--- config.mk ---
export PLATFORM = sky130hd
export DESIGN_NAME = acc_sequencer
export DESIGN_NICKNAME = d
export VERILOG_FILES = /design/src/rtl/acc_seq_pkg.sv /design/src/rtl/acc_seq_decode.sv /design/src/rtl/acc_sequencer.sv
export SDC_FILE = /design/constraint.sdc
export NUM_CORES = 1
export LEC_CHECK = 0
export CAP_MARGIN = 20
export CORE_MARGIN = 1
export CORE_UTILIZATION = 40
export DETAILED_ROUTE_END_ITERATION = 12
export GPL_ROUTABILITY_DRIVEN = 1
export PLACE_DENSITY = 0.68
export SKIP_CTS_REPAIR_TIMING = 1
export SLEW_MARGIN = 20
export SYNTH_ARGS = -nofsm -noshare
export SYNTH_HDL_FRONTEND = slang
export SYNTH_SLANG_ARGS = --single-unit
--- constraint.sdc ---
create_clock -name clk -period 2.2 [get_ports clk]
set_clock_uncertainty 0.05 [all_clocks]
set_input_delay 0.44 -clock clk [delete_from_list [all_inputs] [get_ports clk]]
set_output_delay 0.44 -clock clk [all_outputs]
set_load 0.02 [all_outputs]
--- src/rtl/acc_seq_pkg.sv ---
// ============================================================================
// Module  : acc_seq_pkg
// Brief   : Opcode/state enums, ALU op constants and control bundle type for
//           the accumulator sequencer.
// Revision: 1.0 - initial release
// ============================================================================
`default_nettype none

package acc_seq_pkg;

  typedef enum logic [2:0] {
    OP_NOP  = 3'b000,
    OP_LDI  = 3'b001,
    OP_LDR  = 3'b010,
    OP_STR  = 3'b011,
    OP_ADD  = 3'b100,
    OP_SUB  = 3'b101,
    OP_JZ   = 3'b110,
    OP_HALT = 3'b111
  } opcode_t;

  typedef enum logic [1:0] {
    ST_FETCH = 2'd0,
    ST_EXEC  = 2'd1,
    ST_WB    = 2'd2,
    ST_HALT  = 2'd3
  } state_t;

  localparam logic [1:0] c_alu_pass = 2'b00;
  localparam logic [1:0] c_alu_add  = 2'b01;
  localparam logic [1:0] c_alu_sub  = 2'b10;

  typedef struct packed {
    logic       load_acc;
    logic       dump_acc;
    logic       sel_acc0;
    logic       sel_acc1;
    logic [1:0] alu_op;
  } ctrl_t;

endpackage

`default_nettype wire

--- src/rtl/acc_seq_decode.sv ---
// ============================================================================
// Module  : acc_seq_decode
// Brief   : Combinational opcode-to-accumulator-control mapping.
// Revision: 1.0 - initial release
// ============================================================================
`default_nettype none

module acc_seq_decode
  import acc_seq_pkg::*;
(
  input  opcode_t i_opcode,
  output ctrl_t   o_ctrl
);

  always_comb begin
    o_ctrl        = '0;
    o_ctrl.alu_op = c_alu_pass;
    case (i_opcode)
      OP_LDI: o_ctrl.load_acc = 1'b1;
      OP_LDR: begin
        o_ctrl.load_acc = 1'b1;
        o_ctrl.sel_acc0 = 1'b1;
      end
      OP_STR: o_ctrl.dump_acc = 1'b1;
      OP_ADD: begin
        o_ctrl.load_acc = 1'b1;
        o_ctrl.sel_acc1 = 1'b1;
        o_ctrl.alu_op   = c_alu_add;
      end
      OP_SUB: begin
        o_ctrl.load_acc = 1'b1;
        o_ctrl.sel_acc1 = 1'b1;
        o_ctrl.alu_op   = c_alu_sub;
      end
      default: ;
    endcase
  end

endmodule

`default_nettype wire

--- src/rtl/acc_sequencer.sv ---
// ============================================================================
// Module  : acc_sequencer
// Brief   : FETCH/EXEC/WB/HALT sequencer driving an accumulator datapath.
//           Optional single-step gating via macro ACC_SEQ_STEP_EN.
// Revision: 1.0 - initial release
// ============================================================================
`default_nettype none

module acc_sequencer
  import acc_seq_pkg::*;
#(
  parameter int PC_W   = 8,
  parameter int OPND_W = 5
) (
  input  logic            clk,
  input  logic            reset,
`ifdef ACC_SEQ_STEP_EN
  input  logic            step,
`endif
  input  logic [7:0]      instr,
  input  logic            acc_zero,
  output logic [PC_W-1:0] pc,
  output logic            LoadAcc,
  output logic            DumpAcc,
  output logic            SelAcc0,
  output logic            SelAcc1,
  output logic [1:0]      alu_op,
  output logic [1:0]      reg_sel,
  output logic            reg_we,
  output logic [7:0]      imm,
  output logic            halted
);

  state_t          r_state;
  logic [7:0]      r_ir;
  logic [PC_W-1:0] r_pc;
  ctrl_t           r_ctrl;
  logic [1:0]      r_reg_sel;
  logic            r_reg_we;
  logic [7:0]      r_imm;
  logic            r_halted;

  ctrl_t           w_ctrl;
  logic            w_go;
  opcode_t         w_ir_op;
  logic [PC_W-1:0] w_ir_target;

`ifdef ACC_SEQ_STEP_EN
  assign w_go = step;
`else
  assign w_go = 1'b1;
`endif

  assign w_ir_op     = opcode_t'(r_ir[7:5]);
  assign w_ir_target = PC_W'(r_ir[OPND_W-1:0]);

  // Decode the ROM word during FETCH so controls are registered into EXEC.
  acc_seq_decode u_decode (
    .i_opcode (opcode_t'(instr[7:5])),
    .o_ctrl   (w_ctrl)
  );

  always_ff @(posedge clk) begin
    if (reset) begin
      r_state   <= ST_FETCH;
      r_pc      <= '0;
      r_ir      <= '0;
      r_ctrl    <= '0;
      r_reg_sel <= '0;
      r_reg_we  <= 1'b0;
      r_imm     <= '0;
      r_halted  <= 1'b0;
    end else begin
      r_ctrl    <= '0;
      r_reg_sel <= '0;
      r_reg_we  <= 1'b0;
      r_imm     <= '0;
      case (r_state)
        ST_FETCH: begin
          if (w_go) begin
            r_ir      <= instr;
            r_state   <= ST_EXEC;
            r_ctrl    <= w_ctrl;
            r_reg_sel <= instr[1:0];
            r_imm     <= 8'(instr[OPND_W-1:0]);
          end
        end
        ST_EXEC: begin
          if (w_ir_op == OP_HALT) begin
            r_state  <= ST_HALT;
            r_halted <= 1'b1;
          end else begin
            r_pc <= (w_ir_op == OP_JZ && acc_zero) ? w_ir_target : r_pc + PC_W'(1);
            if (w_ir_op == OP_STR) begin
              // Register file write lands one cycle after DumpAcc.
              r_state   <= ST_WB;
              r_reg_we  <= 1'b1;
              r_reg_sel <= r_reg_sel;
            end else begin
              r_state <= ST_FETCH;
            end
          end
        end
        ST_WB:   r_state <= ST_FETCH;
        ST_HALT: r_state <= ST_HALT;
        default: r_state <= ST_FETCH;
      endcase
    end
  end

  assign pc      = r_pc;
  assign LoadAcc = r_ctrl.load_acc;
  assign DumpAcc = r_ctrl.dump_acc;
  assign SelAcc0 = r_ctrl.sel_acc0;
  assign SelAcc1 = r_ctrl.sel_acc1;
  assign alu_op  = r_ctrl.alu_op;
  assign reg_sel = r_reg_sel;
  assign reg_we  = r_reg_we;
  assign imm     = r_imm;
  assign halted  = r_halted;

endmodule

`default_nettype wire

== Word-level counts from Yosys, hierarchy flattened ==
Cells that the tools add are included.

* Register bits: 36
* Bits of input ports: 11
* Output and inout port bits: 26
* Word-level logic and storage cells: 48

* Bitwise operators: 3
* Add/subtract/negate cells: 1
* Reduce and logical (&&, ||, !) cells: 7
* Muxes and demuxes: 12
* Eq/ne operators: 12

{| class="wikitable"
|+ Operators with widths
! cell !! number
|-
| == test 3 bit, second input constant || 4
|-
| == test 3 x 2 -> 1 bit, second input constant || 3
|-
| adder 8 x 1 -> 8 bit, second input constant || 1
|-
| two-way mux 2 bit || 4
|-
| two-way mux 8 bit || 1
|-
| one-hot mux 2 bit (4 select lines) || 1
|-
| one-hot mux 3 bit (2 select lines) || 1
|-
| == test 2 bit, second input constant || 2
|-
| two-way mux 1 bit || 4
|-
| one-hot mux 2 bit (2 select lines) || 1
|-
| AND reduction 2 bit || 2
|-
| OR reduction 4 bit || 1
|-
| == test 3 x 1 -> 1 bit, second input constant || 1
|-
| != test 3 bit, second input constant || 1
|-
| NOT 1 bit || 3
|-
| OR reduction 3 bit || 1
|-
| == test 2 x 1 -> 1 bit, second input constant || 1
|-
| logical NOT 2 bit || 1
|-
| OR reduction 2 bit || 1
|-
| logical AND 1 bit || 1
|}

== Logic depth before layout (Yosys ltp) ==
Gate-level depths: netlist (run 1).

* Word-level depth: 4
* Depth in mapped cells: 5
* Depth with buffers taken out: 4

== Modules after synthesis ==
Synthesis (run 1) repeated with hierarchy kept, for this count alone.

* Cells, all modules: 149
* Area total of the unflattened synthesis: 1387.6 sq um

{| class="wikitable"
|+ By module, submodules not included
! module !! instances !! seq. area each (sq um) !! cells each !! area an instance (sq um)
|-
| acc_sequencer || 1 || 660.6 || 142 || 1330.0
|-
| acc_seq_decode || 1 || 0.0 || 7 || 57.6
|}

== Worst setup path before layout (run 1) ==
No wires, ideal clock.

* Kind: reg-to-reg
* Start: register r_pc[0], in the netlist pc[0]
* End: register r_pc[6], in the netlist pc[6]
* Slack: 831 ps
* Stages on the path, launching flop included: 5
* Data required time: 2078 ps
* Arrival: 1247 ps
* Clock period less this slack: 1369 ps
* Path buffers: 0
* Library setup time: 72 ps
* Cells stage by stage: dfxtp_1 > ha_1 > nand4_1 > nor4_1 > mux2i_1

* Word-level cells in the longest chain between the ends: 2

{| class="wikitable"
|+ Ends and longest elaborated chain
! item !! RTL line !! RTL
|-
| from (decl) || acc_sequencer.sv:36 || <nowiki>logic [PC_W-1:0] r_pc;</nowiki>
|-
| from (signal assigned) || acc_sequencer.sv:93 || <nowiki>r_pc <= (w_ir_op == OP_JZ && acc_zero) ? w_ir_target : r_pc + PC_W'(1);</nowiki>
|-
| adder 8 x 1 -> 8 bit || acc_sequencer.sv:93 ||
|-
| two-way mux 8 bit || acc_sequencer.sv:93 ||
|}

Every way passes these cells.
A chain may end at the register's enable or synchronous reset.

== Final worst setup path (run 1) ==
* Start: register r_pc[2], in the netlist pc[2]
* End: output port pc[2]

{| class="wikitable"
|+ RTL lines
! item !! RTL line !! RTL
|-
| to (decl) || acc_sequencer.sv:22 || <nowiki>output logic [PC_W-1:0] pc,</nowiki>
|}

No word-level cell between the ends.

==> results.tsv, run 1 <==
metric	value	unit
rr_worst_depth	3	
grt_util_met1	0.217	
core-area	3130	um2
place_congestion	0.796	
cts_buffer_depth	2	
yosysTopAreaCell	dfxtp_1	
numCtsBuffers	5	
critPathLaunch	pc[2]$_SDFFE_PP0P_	
netlist_instances	149	
synth_area_per_cell	9.11	um2
final_nets	197	
synth_cell_types	33	
r2r_slack	0.44	ns
start_kind	flop	
synth_mux_area_frac	0.0516	
ant_nets	0	
insertedDiodeCount	0	
fin_ws	0.257	ns
grt_pass1_vias	1114	
synth_adder_area_share	0.00922	
hold_viol_final	0	
worst_pin_slew	0.515	ns
synth-xor-area-share	0	
max_slew_margin	0.653	
fillCellCount	289	
syn2layout_area_growth	32.5	%
p_leak	0.699	nW
ir_worst_vdd	0.000336	V
period_minus_slack	1.94	ns
wl_per_cell	12.5	um
worst-path-stages	1	
ys_top_cells_by_area	dfxtp_1 (49%), o21ai_0 (5.9%), mux2i_1 (5.2%), a21oi_1 (4.1%), and2_1 (2.8%)	
status	completed	
crit_chain	clkdlybuf4s50_1	
cp.arrival	1.45	ns
slew_viol_final	0	
yosys_warnings	0	
grt_pass1_wl	4750	um
yosysSeqAreaShare	0.487	
gr-usage-met2	0.275	
fmax	515	MHz
crit_path_end	pc[2]	
ys_ff_latch	33	
synth_top_area_frac	0.487	
critPathMaxFanout	8	
htreeDepth	2	
path_buf_inv	1	
port_buffers	33	
num_rows	20	
cpPeakStageDelay	0.65	ns
wirelength	2850	um
drtPass1Iterations	4	
initialDrtViolationCount	24	
max_cap_violations	0	
r2r_end	pc[0]$_SDFFE_PP0P_	
grt_overflow	0	
insertion_delay	0.33	ns
cts.sinks	33	
synth-simple-area-share	0.234	
grt-busiest-layer	met2	
boundaryPins	37	
cts_root_buf	clkbuf_4	
cts_tree	yes	
grt_use_met3	0.0584	
post-place-cells	222	
finalCritPeriodShare	0.883	
antenna_found_initial	0	
track_usage	0.178	
drive_gt1_frac	0.0649	
dp_hpwl	2140	um
synth_area	1360	um2
synth-compound-area-share	0.157	
final_cells	229	
hold_path_class	reg2reg	
critPathKind	reg2out	
fp.dieW	60.3	um
timing.rr.start	r_state[0]$_SDFF_PP0_	
cp.required	1.71	ns
die_area	3630	um2
powerDensity	676	nW/um2
synth_top_family_by_area	simple AND/OR/NAND/NOR gates	
pre_cts_slack	0.364	ns
drc_errors	0	
crit_family	buffers and inverters	
clkSlewWorstSetupHoldPaths	0.10	ns
grt_max_degree	15	
via_per_inst	5.16	
setup_viol	0	
critPathSlowestCell	clkdlybuf4s50_1	
start_util	0.434	
rsz0062_at_grt	false	
critPathCaptureType	primary output	
die-height	60.3	um
vias	1182	
tns	0	ns
[metal layers]
layer | vias to the layer above | share of wire
met3 | 9 | 0.054
met4 | 0 | 0.026
met1 | 540 | 0.46
met5 | - | 0
met2 | 37 | 0.46
li1 | 596 | -
[synthesized netlist by cell type]
library cell / count
buf_2: 1
nor2b_1: 6
buf_6: 1
nor4_1: 4
and2b_1: 1
nor4bb_1: 1
a31oi_1: 1
a21o_1: 2
nor2_1: 6
nand2_1: 10
nor3b_1: 1
mux2i_1: 7
or3_1: 2
nor3_1: 2
and4b_1: 3
nand2b_1: 1
nand4_1: 2
dfxtp_1: 33
buf_4: 3
conb_1: 1
o21ai_0: 16
or4_1: 1
and2_1: 6
clkbuf_1: 6
nand4b_1: 2
inv_1: 5
a21oi_1: 11
o32ai_1: 3
and3_1: 2
ha_1: 1
and3b_1: 1
nand3_1: 3
a211oi_1: 4
[report_power, final]
group	total [mW]	internal (mW)	switching [mW]	leakage (nW)
Combinational	0.148	0.0720	0.0760	0.388
Sequential	0.645	0.624	0.0215	0.270
Clock	0.423	0.231	0.192	0.0410
[cells in the final DEF, fill, tap and decap left out, types with 2 or more instances in the layout]
master	instances
dfxtp_1	33
clkdlybuf4s50_1	33
o21ai_0	16
a21oi_1	11
nand2_1	10
mux2i_1	7
and2_1	6
nor2_1	6
nor2b_1	6
inv_1	5
clkbuf_4	5
buf_4	5
nor4_1	4
a211oi_1	4
nand3_1	3
and4b_1	3
o32ai_1	3
conb_1	3
nor3_1	2
a21o_1	2
and3_1	2
nand4b_1	2
or3_1	2
nand4_1	2
[worst register-to-register path, cell delays in order (launching register included)]
cell      delay [ns]
dfxtp_1         0.57
nand2b_1        0.34
or4_1           0.58
a31oi_1         0.17
[final cells by class]
cell class              instances  area (um2)  share of cell area
clock inverters                 2        35.0              0.0195
clock buffers                   5        37.5              0.0209
well taps                      44        55.1              0.0306
repair buffers                 38         368               0.204
multi-input cells             102         624               0.347
flip-flops and latches         33         661               0.367
inverters                       5        18.8              0.0104
[worst min-delay path by stage]
stage / start / end / slack, ns / depth (start not counted)
6_report: reg_sel[1]$_SDFFE_PP0P_ / reg_sel[1]$_SDFFE_PP0P_ / 0.41 / 1
5_1_grt: reg_sel[1]$_SDFFE_PP0P_ / reg_sel[1]$_SDFFE_PP0P_ / 0.45 / 1
4_1_cts: reg_sel[1]$_SDFFE_PP0P_ / reg_sel[1]$_SDFFE_PP0P_ / 0.41 / 1
3_5_place_dp: reg_sel[1]$_SDFFE_PP0P_ / reg_sel[1]$_SDFFE_PP0P_ / 0.39 / 1
3_3_place_gp: reg_sel[1]$_SDFFE_PP0P_ / reg_sel[1]$_SDFFE_PP0P_ / 0.39 / 1
2_1_floorplan: r_ir[1]$_SDFFE_PP0N_ / r_ir[1]$_SDFFE_PP0N_ / 0.40 / 2
[metrics by stage]
stage / hold WS (ns) / utilization / power [mW] / cell area (um2)
after floorplan: 0.403 / - / 0.740 / 1370
after global placement: 0.389 / 0.552 / 0.804 / 1730
after detailed placement: 0.390 / 0.552 / 0.808 / 1730
after CTS: 0.414 / 0.575 / 1.23 / 1800
after global routing: 0.451 / 0.575 / 1.28 / 1800
final: 0.412 / 0.575 / 1.22 / 1800
[cells by family (layout without fill, tap and decap cells)]
logic type / after synthesis / after routing
and+or+nand+nor: 54 / 54
AOI/OAI and AO/OA: 37 / 37
DFF: 33 / 33
buffers and inverters: 16 / 50
muxes: 7 / 7
adders and majority gates: 1 / 1
other: 1 / 3
[state kept, by name, summed over array words and instances, names as in the netlist, 2 cells and up]
name / count
pc: 8
r_ir: 8
imm: 5
alu_op: 2
r_state: 2
reg_sel: 2
Power figures use the tool's default switching activity.
==> run 2: changes to the inputs <==
CORE_MARGIN = 2   (was 1)
CTS_CLUSTER_DIAMETER = 100   (was not set)
==> results.tsv, run 2 (synthesis results as in run 1) <==
metric	value	unit	change
status	completed		unchanged
powerDensity	625	nW/um2	was 676 nW/um2
core-area	3280	um2	was 3130 um2
port_buffers	33		unchanged
boundaryPins	37		unchanged
place_congestion	0.839		was 0.796
multiInputGateArea	624	um2	unchanged
rsz0062_at_grt	false		unchanged
wl_per_cell	13.3	um	was 12.5 um
period_minus_slack	1.94	ns	about the same
antenna_found_initial	0		unchanged
worst_pin_slew	0.542	ns	was 0.515 ns
ir_worst_vdd	0.000317	V	was 0.000336 V
drive_gt1_frac	0.0745		was 0.0649
drtPass1Iterations	4		unchanged
fin_ws	0.259	ns	was 0.257 ns
grt_pass1_wl	5260	um	was 4750 um
cts_tree	yes		unchanged
final_cell_mix	dfxtp_1 (33), clkdlybuf4s50_1 (33), o21ai_0 (16), a21oi_1 (11), nand2_1 (10)		unchanged
insertedDiodeCount	0		unchanged
cpPeakStageDelay	0.65	ns	about the same
setup_viol	0		unchanged
critPathKind	reg2out		unchanged
track_usage	0.173		was 0.178
fillCellCount	308		was 289
syn2layout_area_growth	32.3	%	was 32.5%
vias	1211		was 1,182
max_slew_margin	0.635		was 0.653
die-height	62.3	um	was 60.3 um
crit_family	buffers and inverters		unchanged
insertion_delay	0.33	ns	about the same
critPathMaxFanout	8		unchanged
cts_buffer_depth	2		unchanged
final_util	0.547		was 0.575
num_rows	21		was 20
hold_path_class	reg2reg		unchanged
p_leak	0.701	nW	was 0.699 nW
wirelength	3110	um	was 2850 um
cts_root_buf	clkbuf_4		unchanged
drc_errors	0		unchanged
pre_cts_slack	0.367	ns	was 0.364 ns
start_util	0.413		was 0.434
cts.sinks	33		unchanged
initialDrtViolationCount	80		was 24
htreeDepth	2		unchanged
regArea	661	um2	unchanged
critPathSlowestCell	clkdlybuf4s50_1		unchanged
cp.required	1.71	ns	about the same
path_buf_inv	1		unchanged
start_kind	flop		unchanged
slew_viol_final	0		unchanged
cp.arrival	1.45	ns	about the same
ant_nets	0		unchanged
grt_overflow	0		unchanged
grt_pass1_vias	1236		was 1,114
critPathCaptureType	primary output		unchanged
max_cap_violations	0		unchanged
finalCritPeriodShare	0.882		was 0.883
die_area	3880	um2	was 3630 um2
fp.dieW	62.3	um	was 60.3 um
via_per_inst	5.18		was 5.16
hold_viol_final	0		unchanged
crit_chain	clkdlybuf4s50_1		unchanged
clkSlewWorstSetupHoldPaths	0.10	ns	about the same
fmax	515	MHz	about the same
final_nets	199		was 197
tns	0	ns	unchanged
numCtsBuffers	5		unchanged
grt_max_degree	15		unchanged
dp_hpwl	2210	um	was 2140 um
==> run 2: cell count changes in the layout (fill, tap and decap cells not counted), sizes merged <==
cell    delta
bufinv     -1
clkbuf     +1
clkinv     +1
buf        +2
==> run 2: power by group <==
part,switching [mW],total [mW],internal [mW]
registers,0.0179,0.642,0.624
logic,0.0833,0.157,0.0741
clock network,0.201,0.322,0.122
total,0.302,1.12,0.820
==> run 2: area by class of cell <==
class / instances / area share
Sequential cell: 33 / 0.368
Multi-Input combinational cell: 102 / 0.348
Timing Repair Buffer: 40 / 0.213
Tap cell: 46 / 0.0321
Clock buffer: 6 / 0.0230
Inverter: 5 / 0.0105
Clock inverter: 2 / 0.00557
==> run 2: layer usage <==
layer / up-vias / track usage / share of wire
met5: - / 0 / 0
met4: 0 / 0.0917 / 0.023
met3: 8 / 0.0634 / 0.063
met2: 40 / 0.307 / 0.51
met1: 557 / 0.177 / 0.40
li1: 606 / - / -
==> run 2: through the flow <==
stage | instance area (um2) | hold WS, ns | instances | power [mW]
final | 1800 | 0.424 | 234 | 1.12
after global routing | 1800 | 0.450 | 234 | 1.18
after global placement | 1740 | 0.386 | 226 | 0.806
after floorplan | 1370 | 0.403 | 151 | 0.740
after detailed placement | 1740 | 0.395 | 226 | 0.812
after CTS | 1800 | 0.424 | 234 | 1.13
==> run 2: worst paths after layout <==
| check | start | endpoint | slack (ns) | cells past startpoint |
|---|---|---|---|---|
| min | reg_sel[1]$_SDFFE_PP0P_ | reg_sel[1]$_SDFFE_PP0P_ | 0.42 | 1 |
| max | pc[2]$_SDFFE_PP0P_ | pc[2] | 0.26 | 1 |
| max reg2reg | r_state[1]$_SDFF_PP0_ | reg_sel[1]$_SDFFE_PP0P_ | 0.70 | 3 |
| min reg2reg | reg_sel[1]$_SDFFE_PP0P_ | reg_sel[1]$_SDFFE_PP0P_ | 0.42 | 1 |
